`src/rtl/wb_pkg.sv`:
```
// Shared types for the writeback stage.
// Load funct3 codes, width defaults, FIFO entry.
package wb_pkg;

  localparam int XLEN_DEF       = 32;
  localparam int REG_ADDR_W_DEF = 5;

  localparam logic [2:0] LD_LB  = 3'b000;
  localparam logic [2:0] LD_LH  = 3'b001;
  localparam logic [2:0] LD_LW  = 3'b010;
  localparam logic [2:0] LD_LBU = 3'b100;
  localparam logic [2:0] LD_LHU = 3'b101;

  typedef struct packed {
    logic [REG_ADDR_W_DEF-1:0] rd;
    logic [2:0]                funct3;
    logic [1:0]                byte_off;
    logic [XLEN_DEF-1:0]       word;
  } ld_entry_t;

endpackage

```
`src/rtl/load_align.sv`:
```
// Load data alignment and sign/zero extension.
// Unknown funct3 values fall back to a full word.
module load_align
  import wb_pkg::*;
#(
  parameter int XLEN = XLEN_DEF
) (
  input  logic [2:0]      funct3,
  input  logic [1:0]      byte_off,
  input  logic [XLEN-1:0] word,
  output logic [XLEN-1:0] result
);

  logic [7:0]  b;
  logic [15:0] h;

  assign b = word[{byte_off, 3'b000} +: 8];
  assign h = word[{byte_off[1], 4'b0000} +: 16];

  // select lane and extend according to load type
  always_comb begin
    result = word;
    unique case (1'b1)
      (funct3 == LD_LB):  result = {{(XLEN-8){b[7]}}, b};
      (funct3 == LD_LBU): result = {{(XLEN-8){1'b0}}, b};
      (funct3 == LD_LH):  result = {{(XLEN-16){h[15]}}, h};
      (funct3 == LD_LHU): result = {{(XLEN-16){1'b0}}, h};
      default:            result = word;
    endcase
  end

endmodule

```
`src/rtl/writeback_stage.sv`:
```
// Writeback: ALU results and buffered loads share the RF write port.
// Optional starvation guard enabled by WB_STARVE_GUARD_EN.
module writeback_stage
  import wb_pkg::*;
#(
  parameter int XLEN          = XLEN_DEF,
  parameter int REG_ADDR_W    = REG_ADDR_W_DEF,
  parameter int LD_FIFO_DEPTH = 2,
  parameter int STARVE_MAX    = 3
) (
  input  logic                  clock,
  input  logic                  reset,
  input  logic                  alu_valid,
  output logic                  alu_ready,
  input  logic [REG_ADDR_W-1:0] alu_rd,
  input  logic [XLEN-1:0]       alu_data,
  input  logic                  ld_valid,
  output logic                  ld_ready,
  input  logic [REG_ADDR_W-1:0] ld_rd,
  input  logic [2:0]            ld_funct3,
  input  logic [1:0]            ld_byte_off,
  input  logic [XLEN-1:0]       ld_word,
  output logic                  rf_we,
  output logic [REG_ADDR_W-1:0] rf_sel_in,
  output logic [XLEN-1:0]       rf_data_in,
  output logic                  ld_pending
);

  localparam int PW = $clog2(LD_FIFO_DEPTH);
  localparam int CW = PW + 1;

  ld_entry_t mem_q [LD_FIFO_DEPTH];
  ld_entry_t push_entry;
  ld_entry_t head;

  logic [PW-1:0] wr_ptr_q, wr_ptr_d;
  logic [PW-1:0] rd_ptr_q, rd_ptr_d;
  logic [CW-1:0] cnt_q, cnt_d;

  logic empty, full;
  logic push, pop;
  logic alu_win, force_ld;

  logic [XLEN-1:0] ld_aligned;

  logic                  rf_we_q, rf_we_d;
  logic [REG_ADDR_W-1:0] rf_sel_q, rf_sel_d;
  logic [XLEN-1:0]       rf_data_q, rf_data_d;

  assign empty = (cnt_q == '0);
  assign full  = (cnt_q == CW'(LD_FIFO_DEPTH));

  assign ld_ready   = !full;
  assign ld_pending = !empty;
  assign push       = ld_valid && !full;

  assign push_entry = '{
    rd:       ld_rd,
    funct3:   ld_funct3,
    byte_off: ld_byte_off,
    word:     ld_word
  };

  assign head = mem_q[rd_ptr_q];

`ifdef WB_STARVE_GUARD_EN
  localparam int SW = $clog2(STARVE_MAX + 1);

  logic [SW-1:0] starve_cnt_q, starve_cnt_d;

  assign force_ld = !empty &&
                    (starve_cnt_q == SW'(STARVE_MAX));

  // count ALU wins while a load is waiting
  always_comb begin
    starve_cnt_d = starve_cnt_q;
    if (pop || empty)
      starve_cnt_d = '0;
    else if (alu_win)
      starve_cnt_d = starve_cnt_q + SW'(1);
  end

  // guard counter register
  always_ff @(posedge clock) begin
    if (reset)
      starve_cnt_q <= '0;
    else
      starve_cnt_q <= starve_cnt_d;
  end
`else
  logic unused_starve_max;

  assign force_ld          = 1'b0;
  assign unused_starve_max = ^STARVE_MAX;
`endif

  assign alu_ready = !force_ld;
  assign alu_win   = alu_valid && !force_ld;
  assign pop       = !alu_win && !empty;

  load_align #(
    .XLEN (XLEN)
  ) u_align (
    .funct3   (head.funct3),
    .byte_off (head.byte_off),
    .word     (head.word),
    .result   (ld_aligned)
  );

  // FIFO pointer and occupancy update
  always_comb begin
    wr_ptr_d = wr_ptr_q;
    rd_ptr_d = rd_ptr_q;
    cnt_d    = cnt_q;
    if (push)
      wr_ptr_d = wr_ptr_q + PW'(1);
    if (pop)
      rd_ptr_d = rd_ptr_q + PW'(1);
    if (push && !pop)
      cnt_d = cnt_q + CW'(1);
    else if (pop && !push)
      cnt_d = cnt_q - CW'(1);
  end

  // FIFO storage; contents are don't-care while empty
  always_ff @(posedge clock) begin
    if (push)
      mem_q[wr_ptr_q] <= push_entry;
  end

  // select the single write for next cycle; x0 writes are dropped
  always_comb begin
    rf_we_d   = 1'b0;
    rf_sel_d  = rf_sel_q;
    rf_data_d = rf_data_q;
    if (alu_win) begin
      rf_we_d   = (alu_rd != '0);
      rf_sel_d  = alu_rd;
      rf_data_d = alu_data;
    end else if (pop) begin
      rf_we_d   = (head.rd != '0);
      rf_sel_d  = head.rd;
      rf_data_d = ld_aligned;
    end
  end

  // state registers
  always_ff @(posedge clock) begin
    if (reset) begin
      wr_ptr_q  <= '0;
      rd_ptr_q  <= '0;
      cnt_q     <= '0;
      rf_we_q   <= 1'b0;
      rf_sel_q  <= '0;
      rf_data_q <= '0;
    end else begin
      wr_ptr_q  <= wr_ptr_d;
      rd_ptr_q  <= rd_ptr_d;
      cnt_q     <= cnt_d;
      rf_we_q   <= rf_we_d;
      rf_sel_q  <= rf_sel_d;
      rf_data_q <= rf_data_d;
    end
  end

  assign rf_we      = rf_we_q;
  assign rf_sel_in  = rf_sel_q;
  assign rf_data_in = rf_data_q;

endmodule

```
`config.mk`:
```
export PLATFORM = sky130hd
export DESIGN_NAME = writeback_stage
export DESIGN_NICKNAME = d
export VERILOG_FILES = /design/src/rtl/wb_pkg.sv /design/src/rtl/load_align.sv /design/src/rtl/writeback_stage.sv
export SDC_FILE = /design/constraint.sdc
export NUM_CORES = 1
export LEC_CHECK = 0
export CAP_MARGIN = 15
export CORE_MARGIN = 5
export CORE_UTILIZATION = 50
export DETAILED_ROUTE_END_ITERATION = 6
export PLACE_DENSITY = 0.76
export SETUP_SLACK_MARGIN = 0.02
export SYNTH_ARGS = -nofsm -noshare
export SYNTH_HDL_FRONTEND = slang
export SYNTH_SLANG_ARGS = --single-unit
export TNS_END_PERCENT = 10
```
`constraint.sdc`:
```
create_clock -name clock -period 3.9 [get_ports clock]
set_input_delay 0.78 -clock clock [delete_from_list [all_inputs] [get_ports clock]]
set_output_delay 0.78 -clock clock [all_outputs]
set_load 0.005 [all_outputs]
```
-- Word level (Yosys, flattened, before mapping)
Memory sizes are Yosys's and may differ from the RTL's. A register that Yosys moved wholly into a read port is not among the register bits.
Cells that the tools add are included.
- register bits after elaboration: 42
- bits in writable memories: 84
- bits of input ports: 83
- output and inout bits: 41
- logic and storage cells: 45
- memories kept: 1
- memory list (memory ; words ; bits a word ; read ports ; clocked after memory_dff ; wr ports ; RTL line ; source):
    mem_q ; 2 ; 42 ; 1 ; 1 ; 1 ; writeback_stage.sv:32 ; ld_entry_t mem_q [LD_FIFO_DEPTH];
- add/sub/neg operators: 4
- eq/ne operators: 4
- shift operators: 2
- mux-type cells: 13
- reduce and logical (&&, ||, !) cells: 15
- operators by type and width (operator ; count):
    one-hot mux 32 bit (4 select lines) ; 1
    two-way mux 32 bit ; 2
    indexed part select 32 x 6 -> 16 bit ; 1
    indexed part select 32 x 6 -> 8 bit ; 1
    two-way mux 5 bit ; 2
    nonzero test 5 bit ; 2
    equality test 3 bit (second input constant) ; 2
    two-way mux 1 bit ; 6
    logical NOT 1 bit ; 5
    logical AND 1 bit ; 4
    two-way mux 2 bit ; 2
    nonzero test 2 bit ; 2
    equality test 3 x 1 -> 1 bit (second input constant) ; 1
    logical NOT 3 bit ; 1
    adder 1 bit (second input constant) ; 2
    adder 2 x 1 -> 2 bit (second input constant) ; 1
    equality test 2 bit (second input constant) ; 1
    logical NOT 2 bit ; 1
    subtractor 2 x 1 -> 2 bit (second input constant) ; 1

-- Depth between registers and ports, before layout
Gate-level depths: netlist of the first run.
- depth in word-level cells: 7
- gate-level depth with buffers: 8
- mapped depth without buffers: 7

-- By module
From an unflattened synthesis of the first run, not the netlist that was laid out.
- cells, all modules: 503
- area total of the unflattened synthesis: 5813.1 um2
- by module, submodules not included (module ; times used ; cells each ; area an instance (um2) ; sequential area each (um2)):
    writeback_stage ; 1 ; 375 ; 4968.5 ; 3383.2
    load_align ; 1 ; 128 ; 844.6 ; 0.0

-- Worst setup path after synthesis of the first run
OpenSTA, ideal clock, no wires.
- path kind: input to register
- from: input ld_valid
- to: memory mem_q[0][0] (netlist bit), enable pin
- setup time: 0.441 ns
- arrival time: 2.635 ns
- required time: 3.459 ns
- slack: 0.824 ns
- stages: 2
- path buffers: 0
- cells stage by stage: nand2_1 -> nor2_1
- word-level cells in the longest chain between the ends: 3
- RTL lines (element ; RTL line ; source):
    start: declaration ; writeback_stage.sv:17 ; input logic ld_valid,
    logical AND 1 bit ; writeback_stage.sv:55 ; assign push = ld_valid && !full;
    two-way mux 1 bit ; writeback_stage.sv:127 ; if (push)
    two-way mux 1 bit (not written as such) ; writeback_stage.sv:128 ; mem_q[wr_ptr_q] <= push_entry;
    end: declaration ; writeback_stage.sv:32 ;
Every way passes these cells.

==> out/results.md, run 1 <==
| Result | Reported | Unit |
|---|---|---|
| Leak | 2.609 | nW |
| Detailed-placement wirelength estimate | 10.35 | mm |
| Remaining max-slew budget at the tightest pin | 40.26 | % |
| PwrDens | 679.8 | nW/um^2 |
| Clock Skew | 0.006591 | ns |
| #FFs+latches synth | 127 | - |
| Yosys top cell by area | edfxtp_1 | - |
| Worst Min Path Start | rd_ptr_q$_SDFFE_PP0P_ | - |
| Effective utilization at floorplan | 50.85 | % |
| Type of the worst setup path | flop to flop | - |
| Type of destination of the critical path | flop | - |
| Synth cell count leaders | edfxtp_1 (84), nor2_1 (83), a21oi_1 (49), dfxtp_1 (43), a211oi_1 (30) | - |
| Post-cts hold buffer count | 0 | - |
| Capture point of the worst reg-to-reg path | rf_data_in[29]$_SDFFE_PP0P_ | - |
| Max Cap Violations | 0 | - |
| CP startpoint kind | flop | - |
| Worst path slowest cell | dfxtp_2 | - |
| Req. time, crit path | 4.26 | ns |
| Cell types with the largest area share after synthesis | edfxtp_1 (46%), dfxtp_1 (16%), nor2_1 (5.7%) | - |
| Fin Hold WS | 0.5310 | ns |
| Largest net degree at the start of global routing | 79 | - |
| Vias | 4234 | - |
| CTS tree | yes | - |
| Area of combinational cells with multiple inputs | 1932 | um^2 |
| Yosys top cell area share | 45.96 | % |
| Sink count of the clock tree | 127 | - |
| Final Cycle Share | 68.65 | % |
| Wirelength, routed | 14.55 | mm |
| Setup repair after global routing missed its margin | false | - |
| Worst EP arrival | 3.03 | ns |
| Die Y-Extent | 114.8 | um |
| Register-to-Register Setup Slack | 1.22 | ns |
| Initial antenna violation count | 0 | - |
| Detailed router's first-iteration violation count | 413 | - |
| Number of global-route vias before repair | 4196 | - |
| Clock-pin slew of the registers on the worst-case setup and hold paths | 0.06 | ns |
| Weighted congestion reported at the end of routability-driven placement | 0.8972 | - |
| Final count of hold timing violations | 0 | - |
| Row cnt | 38 | - |
| Clock insertion delay at the later pin of the skew report | 0.52 | ns |
| Setup Viol. Count Final | 0 | - |
| Number of cells on the worst hold path | 2 | - |
| Summed negative setup slack over all endpoints | 0 | ns |
| Unique masters post-synth | 51 | - |
| Most numerous cell in the Yosys netlist | edfxtp_1 | - |
| Number of enable-type register cells in the synthesized netlist | 84 | - |
| Number of detailed-routing iterations run before antenna repair | 5 | - |
| Critical path's most frequent cell | nor3_2 | - |
| Synth Flop Type | edfxtp_1 | - |
| Gate count of the mapped netlist | 474 | - |
| Share of the yosys chip area belonging to registers | 61.65 | % |
| Per-cell routed wire length | 19.45 | um |
| Share of final-layout standard cells stronger than drive strength 1 | 11.51 | % |
| Total die area | 13170 | um^2 |
| Post-detailed-placement cell area | 6820 | um^2 |
| Area taken by flip-flops and latches | 3385 | um^2 |
| Total grt overflow | 0 | - |
| Worst min-delay path category | flop to flop | - |
| Final net count | 679 | - |
| Slew @ Worst Pin | 0.8893 | ns |
| Number of vias per cell | 5.660 | - |
| Cells along the critical path | buf_4, mux2_2, mux2i_2, nor3_2, nor3_2, a211oi_1 | - |
| Library cell used as clock root buffer | clkbuf_8 | - |
| Netlist area before placement | 5488 | um^2 |
| Core Region | 10790 | um^2 |
| Number of buffers on the longest clock path | 2 | - |
| Average size of a mapped cell | 11.58 | um^2 |
| I/O Buffers | 122 | - |
| Number of slew-limit violations in the final report | 0 | - |
| Post-CTS Repair Setup Buffers | 0 | - |
| Fraction of synthesis flops using an asynchronous set or reset pin | 0 | % |
| Peak supply drop | 0.0003247 | V |
| Total clock buffers created by CTS | 17 | - |
| Min cycle time layout | 2.677 | ns |
| Wire length of the first global-routing pass | 22.51 | mm |
| I/O pin total | 124 | - |
| Overall die width | 114.8 | um |
| Status | completed | - |
| Number of gates resized after CTS | 0 | - |
| Worst-case reg-to-reg path depth | 6 | - |
| Fmax | 0.3735 | GHz |
| Warnings from Yosys | 0 | - |
| Critical path peak fanout | 23 | - |
| Biggest cell delay along the critical path | 0.61 | ns |
| Antenna Diode Count | 0 | - |
| All-layer global routing usage | 22.52 | % |
| Net count after synthesis | 558 | - |
| Filler cells | 781 | - |
| H-tree level count | 4 | - |
| Cell area after layout | 7411 | um^2 |
| Detail Route Antenna Nets | 0 | - |
| Remaining routing DRC violations | 0 | - |
| Area growth syn-to-layout | 35.04 | % |
==> worst max-delay path, delay by kind of cell (launching register included) <==
kind | cells | cell delay, ns
mux | 2 | 0.69
simple gates | 2 | 0.65
flops | 1 | 0.61
buf+inv | 1 | 0.37
compound gates | 1 | 0.19
==> routing by layer <==
| layer | GRT usage [%] | wire length, um | vias up | part of all wire, % |
|---|---|---|---|---|
| li1 | - | - | 2016 | - |
| met1 | 30.94 | 6256 | 1995 | 43 |
| met2 | 36.01 | 6898 | 193 | 47 |
| met3 | 5.263 | 1131 | 30 | 7.8 |
| met4 | 6.651 | 263 | 0 | 1.8 |
| met5 | 0 | 0 | - | 0 |
==> power by group <==
group	switching, mW	internal, mW
logic	0.910	0.702
registers	0.145	1.71
clock network	0.547	1.02
total	1.60	3.44
==> through the flow <==
stage	total power, mW	setup slack (ns)	std cells	util [%]
2_1_floorplan	2.838	0.8241	474	-
3_3_place_gp	3.426	1.418	716	63.19
3_5_place_dp	3.461	1.346	716	63.19
4_1_cts	5.034	1.289	748	68.66
5_1_grt	5.273	1.111	748	68.66
6_report	5.038	1.223	748	68.66
==> cells by family after synthesis <==
logic type,count (synthesis),share of synthesized area (%)
other cells,1,0.06833
xor+xnor,4,0.6385
mux,40,8.230
compound gates,128,15.30
flops,127,61.65
simple gates,132,10.58
fa+ha+maj,1,0.2280
buf+inv,41,3.306
==> how the worst max path moves through the flow <==
stage	endpoint	cells after the start	slack (ns)	startpoint
floorplan	mem_q[0][0]$_DFFE_PP_	2	0.82	ld_valid
global placement	mem_q[1][10]$_DFFE_PP_	3	1.42	ld_valid
detailed placement	rf_data_in[20]$_SDFFE_PP0P_	5	1.35	alu_valid
CTS	rf_data_in[29]$_SDFFE_PP0P_	6	1.29	flop
global route	rf_data_in[29]$_SDFFE_PP0P_	6	1.11	flop
finish	rf_data_in[29]$_SDFFE_PP0P_	6	1.22	flop
==> cell usage in the layout, fill, tap and decap left out, drive strengths merged, types with 3 or more instances in the layout <==
cell type,Yosys,final
a221oi,7,7
xor2,3,3
clkinv,1,7
nor3b,3,3
bufinv,0,4
clkbuf,15,18
edfxtp,84,84
nor2,83,83
o21a,5,5
o22ai,4,4
mux2,25,25
a21oi,49,49
buf,14,10
clkdlybuf4s50,0,121
a211oi,30,30
a22oi,6,6
o21ai,10,10
clkinvlp,0,4
inv,11,11
mux2i,15,15
nand2,23,23
a222oi,4,4
nor3,11,11
dfxtp,43,43
==> sequential cells by signal (all words and copies together) (netlist names), named ones only <==
name,flops
cnt_q,2
mem_q,84
rd_ptr_q,1
rf_data_in,32
rf_sel_in,5
rf_we,1
wr_ptr_q,1
==> cell type report <==
cell class	count	share of cell area [%]
sequential	127	45.67
multi-input combinational	306	26.07
timing repair buffer	131	17.32
clock buffer	18	5.639
tap	140	2.364
clock inverter	14	2.330
inverter	12	0.6078
No activity file was read; power rests on OpenSTA's default activity.
==> run 2, diff against run 1 <==
==> constraint.sdc (replaced) <==
create_clock -name clock -period 2.5 [get_ports clock]
set_input_delay 0.5 -clock clock [delete_from_list [all_inputs] [get_ports clock]]
set_output_delay 0.5 -clock clock [all_outputs]
set_load 0.005 [all_outputs]
==> run 2 against run 1 <==
- utilization up 0.71 points
- count of clock-buffer cells in the layout down 1
- critical path type unchanged
- sequential share of layout area down 0.47 points
- non-clock buffer count up 7
- setup slack worse by 0.98 ns
- cell count up 0.94%
- sequential cell count unchanged
==> out/results.md, run 2 (same netlist as run 1, synthesis figures left out) <==
| Result | Reported | Unit | vs previous |
|---|---|---|---|
| Post-detailed-placement cell area | 6898 | um^2 | +1.1% |
| All-layer global routing usage | 23.16 | % | +0.64 points |
| Wire length on met3 | 1.089 | mm | -3.7% |
| Share of final-layout standard cells stronger than drive strength 1 | 13.66 | % | +2.1 points |
| Detailed-placement wirelength estimate | 10.68 | mm | +3.2% |
| Core Region | 10790 | um^2 | unchanged |
| Fmax | 0.4431 | GHz | +19% |
| Post-cts hold buffer count | 0 | - | unchanged |
| Final Cycle Share | 90.28 | % | +22 points |
| Peak supply drop | 0.0004739 | V | +46% |
| Min cycle time layout | 2.257 | ns | -0.4203 ns |
| Remaining max-slew budget at the tightest pin | 52.32 | % | +12 points |
| Total die area | 13170 | um^2 | unchanged |
| Capture point of the worst reg-to-reg path | rf_data_in[29]$_SDFFE_PP0P_ | - |  |
| I/O pin total | 124 | - | unchanged |
| Total clock buffers created by CTS | 17 | - | unchanged |
| Number of flip-flops in the largest register | 84 | - | unchanged |
| Max Cap Violations | 0 | - | unchanged |
| Summed negative setup slack over all endpoints | 0 | ns | unchanged |
| Number of buffers on the longest clock path | 2 | - | unchanged |
| Register with the highest flop count | mem_q | - |  |
| Per-cell routed wire length | 19.77 | um | +1.6% |
| PwrDens | 1060 | nW/um^2 | +56% |
| Remaining routing DRC violations | 0 | - | unchanged |
| Row cnt | 38 | - | unchanged |
| Setup repair after global routing missed its margin | false | - |  |
| Total grt overflow | 0 | - | unchanged |
| Number of gates resized after CTS | 0 | - | unchanged |
| Type of the worst setup path | flop to flop | - |  |
| Sink count of the clock tree | 127 | - | unchanged |
| Cell area after layout | 7487 | um^2 | +1.0% |
| Wire length of the first global-routing pass | 23.21 | mm | +3.1% |
| Detail Route Antenna Nets | 0 | - | unchanged |
| Final net count | 686 | - | +1.0% |
| Worst EP arrival | 2.62 | ns | -0.41 ns |
| Most common cell after layout, fill and taps aside | clkdlybuf4s50_1 | - |  |
| Setup Viol. Count Final | 0 | - | unchanged |
| Leak | 2.659 | nW | +1.9% |
| Number of vias per cell | 5.652 | - | -0.15% |
| Filler cells | 777 | - | -0.51% |
| CTS tree | yes | - |  |
| I/O Buffers | 122 | - | unchanged |
| Library cell used as clock root buffer | clkbuf_8 | - |  |
| Overall die width | 114.8 | um | unchanged |
| Detailed-routing wirelength on met1 | 6.669 | mm | +6.6% |
| Vias | 4267 | - | +0.78% |
| Slew @ Worst Pin | 0.7098 | ns | -0.1795 ns |
| Type of destination of the critical path | flop | - |  |
| Number of global-route vias before repair | 4302 | - | +2.5% |
| Highest metal used | met4 | - |  |
| Critical path peak fanout | 13 | - | -43% |
| CP startpoint kind | flop | - |  |
| H-tree level count | 4 | - | unchanged |
| Antenna Diode Count | 0 | - | unchanged |
| Clock-pin slew of the registers on the worst-case setup and hold paths | 0.06 | ns | about the same |
| Post-CTS Repair Setup Buffers | 0 | - | unchanged |
| Worst-case reg-to-reg path depth | 6 | - | unchanged |
| Weighted congestion reported at the end of routability-driven placement | 0.8855 | - | -1.3% |
| Req. time, crit path | 2.87 | ns | -1.39 ns |
| Die Y-Extent | 114.8 | um | unchanged |
| Initial antenna violation count | 0 | - | unchanged |
| Number of slew-limit violations in the final report | 0 | - | unchanged |
| Worst Min Path Start | alu_valid | - |  |
| Register-to-Register Setup Slack | 0.24 | ns | -0.98 ns |
| DR WL met2 | 6.906 | mm | +0.12% |
| Detailed router's first-iteration violation count | 438 | - | +6.1% |
| Wirelength, routed | 14.93 | mm | +2.6% |
| Effective utilization at floorplan | 50.85 | % | unchanged |
| Number of detailed-routing iterations run before antenna repair | 5 | - | unchanged |
| Largest net degree at the start of global routing | 53 | - | -33% |
| Last element of the critical path | rf_data_in[29]$_SDFFE_PP0P_ | - |  |
| Clock Skew | 0.007614 | ns | +0.001023 ns |
| Clock insertion delay at the later pin of the skew report | 0.51 | ns | about the same |
| Top library cells by usage in the layout, fill and taps aside | clkdlybuf4s50_1 (121), edfxtp_1 (84), nor2_1 (82), a21oi_1 (49), dfxtp_1 (42) | - |  |
| Area growth syn-to-layout | 36.43 | % |  |
| Status | completed | - |  |
| Final count of hold timing violations | 0 | - | unchanged |
| Worst min-delay path category | input port to flop | - |  |
==> run 2: final cells by class <==
| type | instances | area (um^2) | area share (%) |
|---|---|---|---|
| clock buffers | 17 | 414.1 | 5.531 |
| flip-flops and latches | 127 | 3385 | 45.20 |
| clock inverters | 15 | 175.2 | 2.340 |
| well taps | 140 | 175.2 | 2.340 |
| multi-input cells | 306 | 1932 | 25.80 |
| repair buffers | 138 | 1361 | 18.18 |
| inverters | 12 | 45.04 | 0.6016 |
==> run 2: how the worst min path moves through the flow <==
stage | cells past startpoint | endpoint | slack, ns
final | 3 | rf_sel_in[3]$_SDFFE_PP0P_ | 0.34
after detailed placement | 2 | rd_ptr_q$_SDFFE_PP0P_ | 0.50
after CTS | 3 | rf_sel_in[3]$_SDFFE_PP0P_ | 0.31
after global placement | 2 | cnt_q[1]$_SDFFE_PP0P_ | 0.48
after global routing | 3 | rf_sel_in[3]$_SDFFE_PP0P_ | 0.37
after floorplan | 2 | cnt_q[1]$_SDFFE_PP0P_ | 0.47
==> run 2: metal layers <==
metal / vias to the layer above / GRT usage, %
li1: 2026 / -
met5: - / 0
met3: 28 / 5.000
met4: 0 / 8.138
met1: 2039 / 32.80
met2: 174 / 35.58
==> run 2: worst max-delay path: stages, from the launching register on <==
cell	delay [ns]
dfxtp_2	0.48
buf_4	0.30
mux2i_1	0.35
mux2_4	0.23
a21oi_1	0.07
nor3_2	0.53
a211oi_1	0.15
==> run 2: power by group <==
part	switching (mW)	internal [mW]	leakage [nW]
combinational	1.47	1.16	1.24
clock	0.978	1.45	0.281
sequential	0.208	2.67	1.14
total	2.65	5.28	2.66
==> run 2: through the flow <==
| step | hold WS [ns] | total power [mW] | setup slack, ns | instances | utilization [%] |
|---|---|---|---|---|---|
| 3_3_place_gp | 0.4808 | 5.452 | 0.3509 | 723 | 63.91 |
| 2_1_floorplan | 0.4719 | 4.425 | 0.3476 | 474 | - |
| 4_1_cts | 0.3145 | 7.955 | 0.2030 | 755 | 69.37 |
| 6_report | 0.3429 | 7.936 | 0.2431 | 755 | 69.37 |
| 5_1_grt | 0.3684 | 8.323 | 0.05676 | 755 | 69.37 |
| 3_5_place_dp | 0.5011 | 5.511 | 0.2184 | 723 | 63.91 |
==> run 3, diff against run 2 <==
--- a/config.mk
+++ b/config.mk
@@ -7,9 +7,9 @@
 export LEC_CHECK = 0
 export CAP_MARGIN = 15
 export CORE_MARGIN = 5
-export CORE_UTILIZATION = 50
+export CORE_UTILIZATION = 54
 export DETAILED_ROUTE_END_ITERATION = 6
-export PLACE_DENSITY = 0.76
+export PLACE_DENSITY = 0.81
 export SETUP_SLACK_MARGIN = 0.02
 export SYNTH_ARGS = -nofsm -noshare
 export SYNTH_HDL_FRONTEND = slang
==> constraint.sdc (replaced) <==
create_clock -name clock -period 2.65 [get_ports clock]
set_input_delay 0.53 -clock clock [delete_from_list [all_inputs] [get_ports clock]]
set_output_delay 0.53 -clock clock [all_outputs]
set_load 0.005 [all_outputs]
==> run 3 against run 2 <==
- design area down 0.58%
- utilization rose by 6.1 points
- wire length barely moved
- via count grew 0.21%
- cell count is 1.1% lower
- combinational power is 7% lower
- power is 7.6% lower
- sequential share of layout area increased by 0.27 points
==> out/results.md, run 3 (same netlist as run 1, synthesis figures left out) <==
| Result | Reported | Unit | vs previous |
|---|---|---|---|
| Number of cells on the worst hold path | 2 | - | -1 |
| Number of vias per cell | 5.724 | - | +1.3% |
| Detail Route Antenna Nets | 0 | - | unchanged |
| NetSw | 2.401 | mW | -9.5% |
| Slew @ Worst Pin | 0.8057 | ns | +0.09589 ns |
| Worst min-delay path category | flop to flop | - |  |
| PnR worst setup slack | 0.2851 | ns | +0.04206 ns |
| Final net count | 685 | - | -0.15% |
| Internal power | 4.933 | mW | -6.6% |
| H-tree level count | 4 | - | unchanged |
| Antenna Diode Count | 0 | - | unchanged |
| Cells along the critical path | buf_4, mux2i_1, mux2_4, a21oi_1, nor3_2, a211oi_1 | - |  |
| Combinational share of power | 33.3 | % | about the same |
| Final count of hold timing violations | 0 | - | unchanged |
| Number of buffers and inverters on the critical path | 1 | - | unchanged |
| PwrDens | 985.3 | nW/um^2 | -7.0% |
| Number of slew-limit violations in the final report | 0 | - | unchanged |
| Detailed-placement wirelength estimate | 10.79 | mm | +1.1% |
| Wire length of the first global-routing pass | 23.25 | mm | +0.18% |
| Most common cell after layout, fill and taps aside | clkdlybuf4s50_1 | - |  |
| Leak | 2.640 | nW | -0.74% |
| Number of detailed-routing iterations run before antenna repair | 5 | - | unchanged |
| CTS tree | yes | - |  |
| Last element of the critical path | rf_data_in[22]$_SDFFE_PP0P_ | - |  |
| Number of gates resized after CTS | 0 | - | unchanged |
| Vias | 4276 | - | +0.21% |
| Final Cycle Share | 89.24 | % | -1.0 points |
| Family with the most delay on the worst path | flip-flops | - |  |
| Number of buffers on the longest clock path | 2 | - | unchanged |
| Total die area | 12280 | um^2 | -6.8% |
| Register with the highest flop count | mem_q | - |  |
| Summed negative setup slack over all endpoints | 0 | ns | unchanged |
| Weighted congestion reported at the end of routability-driven placement | 0.9211 | - | +4.0% |
| Clock-pin slew of the registers on the worst-case setup and hold paths | 0.06 | ns | about the same |
| Number of flip-flops in the largest register | 84 | - | unchanged |
| Capture point of the worst reg-to-reg path | rf_data_in[22]$_SDFFE_PP0P_ | - |  |
| Remaining max-slew budget at the tightest pin | 44.75 | % | -7.6 points |
| Status | completed | - |  |
| Top library cells by usage in the layout, fill and taps aside | clkdlybuf4s50_1 (121), edfxtp_1 (84), nor2_1 (82), a21oi_1 (49), dfxtp_1 (42) | - |  |
| Sink count of the clock tree | 127 | - | unchanged |
| Worst setup timing slack at the placement stage | 0.2819 | ns | +0.06346 ns |
| Relative contribution of the clock network to total power | 29.6 | % | -1.0 points |
| Fin Hold WS | 0.5053 | ns | +0.1623 ns |
| Power after layout | 7.334 | mW | -7.6% |
| Library cell used as clock root buffer | clkbuf_8 | - |  |
| Setup repair after global routing missed its margin | false | - |  |
| Type of destination of the critical path | flop | - |  |
| Min cycle time layout | 2.365 | ns | +0.1079 ns |
| Final core utilization | 75.46 | % | +6.1 points |
| Critical path peak fanout | 15 | - | +2 |
| Setup Viol. Count Final | 0 | - | unchanged |
| Detailed router's first-iteration violation count | 382 | - | -13% |
| Number of global-route vias before repair | 4204 | - | -2.3% |
| Peak supply drop | 0.0006057 | V | +28% |
| I/O Buffers | 122 | - | unchanged |
| Clock Skew | 0.007273 | ns | -0.0003415 ns |
| Type of the worst setup path | flop to flop | - |  |
| Core Region | 9864 | um^2 | -8.6% |
| Remaining routing DRC violations | 0 | - | unchanged |
| Per-cell routed wire length | 19.98 | um | +1.1% |
| Wirelength, routed | 14.93 | mm | about the same |
| Biggest cell delay along the critical path | 0.57 | ns | +0.04 ns |
| Fmax | 0.4229 | GHz | -4.6% |
| Die Y-Extent | 110.8 | um | -3.4% |
| Post-CTS Repair Setup Buffers | 0 | - | unchanged |
| CP startpoint kind | flop | - |  |
| Switching share of total power | 32.73 | % | -0.70 points |
| I/O pin total | 124 | - | unchanged |
| Largest net degree at the start of global routing | 44 | - | -17% |
| Total grt overflow | 0 | - | unchanged |
| WP depth | 6 | - | unchanged |
| Total clock buffers created by CTS | 17 | - | unchanged |
| Register-to-Register Setup Slack | 0.29 | ns | +0.04 ns |
| Post-cts hold buffer count | 0 | - | unchanged |
| Max Cap Violations | 0 | - | unchanged |
| Clock insertion delay at the later pin of the skew report | 0.52 | ns | about the same |
| All-layer global routing usage | 24.35 | % | +1.2 points |
| Overall die width | 110.8 | um | -3.4% |
| Initial antenna violation count | 0 | - | unchanged |
| Area growth syn-to-layout | 35.64 | % |  |
| Worst-case reg-to-reg path depth | 6 | - | unchanged |
| Effective utilization at floorplan | 55.63 | % | +4.8 points |
| Worst EP arrival | 2.73 | ns | +0.11 ns |
| Row cnt | 36 | - | -5.3% |
| Reg power frac | 37.1 | % | +0.9 points |
| Share of final-layout standard cells stronger than drive strength 1 | 13.03 | % | -0.63 points |
| Worst path slowest cell | dfxtp_2 | - |  |
| Req. time, crit path | 3.02 | ns | +0.15 ns |
==> run 3: cell types whose count changed in the layout (fill, tap and decap cells not counted) <==
cell      delta
inv_8        -2
clkbuf_1     +1
buf_4        -1
clkinv_2     +2
clkinv_1     +2
clkinv_4     +2
inv_6        -5
==> run 3: worst min-delay path by stage <==
stage                               start                     to  slack (ns)
global placement    cnt_q[1]$_SDFFE_PP0P_  cnt_q[1]$_SDFFE_PP0P_        0.49
finish              cnt_q[1]$_SDFFE_PP0P_  cnt_q[1]$_SDFFE_PP0P_        0.51
global route        cnt_q[1]$_SDFFE_PP0P_  cnt_q[1]$_SDFFE_PP0P_        0.54
floorplan           cnt_q[1]$_SDFFE_PP0P_  cnt_q[1]$_SDFFE_PP0P_        0.47
CTS                 cnt_q[1]$_SDFFE_PP0P_  cnt_q[1]$_SDFFE_PP0P_        0.51
detailed placement  cnt_q[1]$_SDFFE_PP0P_  cnt_q[1]$_SDFFE_PP0P_        0.50
==> run 3: area by class of cell <==
| type | count | area [um^2] |
|---|---|---|
| fillers | 640 | 2421 |
| repair buffers | 137 | 1354 |
| inverters | 12 | 45.04 |
| clock inverters | 14 | 143.9 |
| flip-flops and latches | 127 | 3385 |
| multi-input cells | 306 | 1932 |
| clock buffers | 18 | 417.9 |
| well taps | 133 | 166.4 |
==> run 3: stage by stage <==
step                instance area [um^2]  cells
detailed placement                  6882    715
global route                        7443    747
finish                              7443    747
global placement                    6882    715
floorplan                           5490    474
CTS                                 7443    747
==> run 3: per-layer routing <==
| metal | GRT usage [%] | up-vias | share of wire, % |
|---|---|---|---|
| met3 | 6.496 | 20 | 7.4 |
| met4 | 7.718 | 0 | 1.5 |
| li1 | - | 2020 | - |
| met5 | 0 | - | 0 |
| met2 | 39.08 | 205 | 48 |
| met1 | 32.36 | 2031 | 43 |
==> run 3: tightest hold or removal path, delay by kind of cell, from the launching register on <==
kind               cells  cell delay, ns
DFF                    1            0.33
AOI/OAI and AO/OA      2            0.13
==> run 3: power by group through the flow <==
stage | sequential (mW) | combinational, mW | clock (mW)
final | 2.72 | 2.44 | 2.17
after CTS | 2.72 | 2.43 | 2.20
after global routing | 2.75 | 2.66 | 2.30
after detailed placement | 2.76 | 2.41 | 0
after global placement | 2.74 | 2.35 | 0
after floorplan | 2.69 | 1.48 | 0
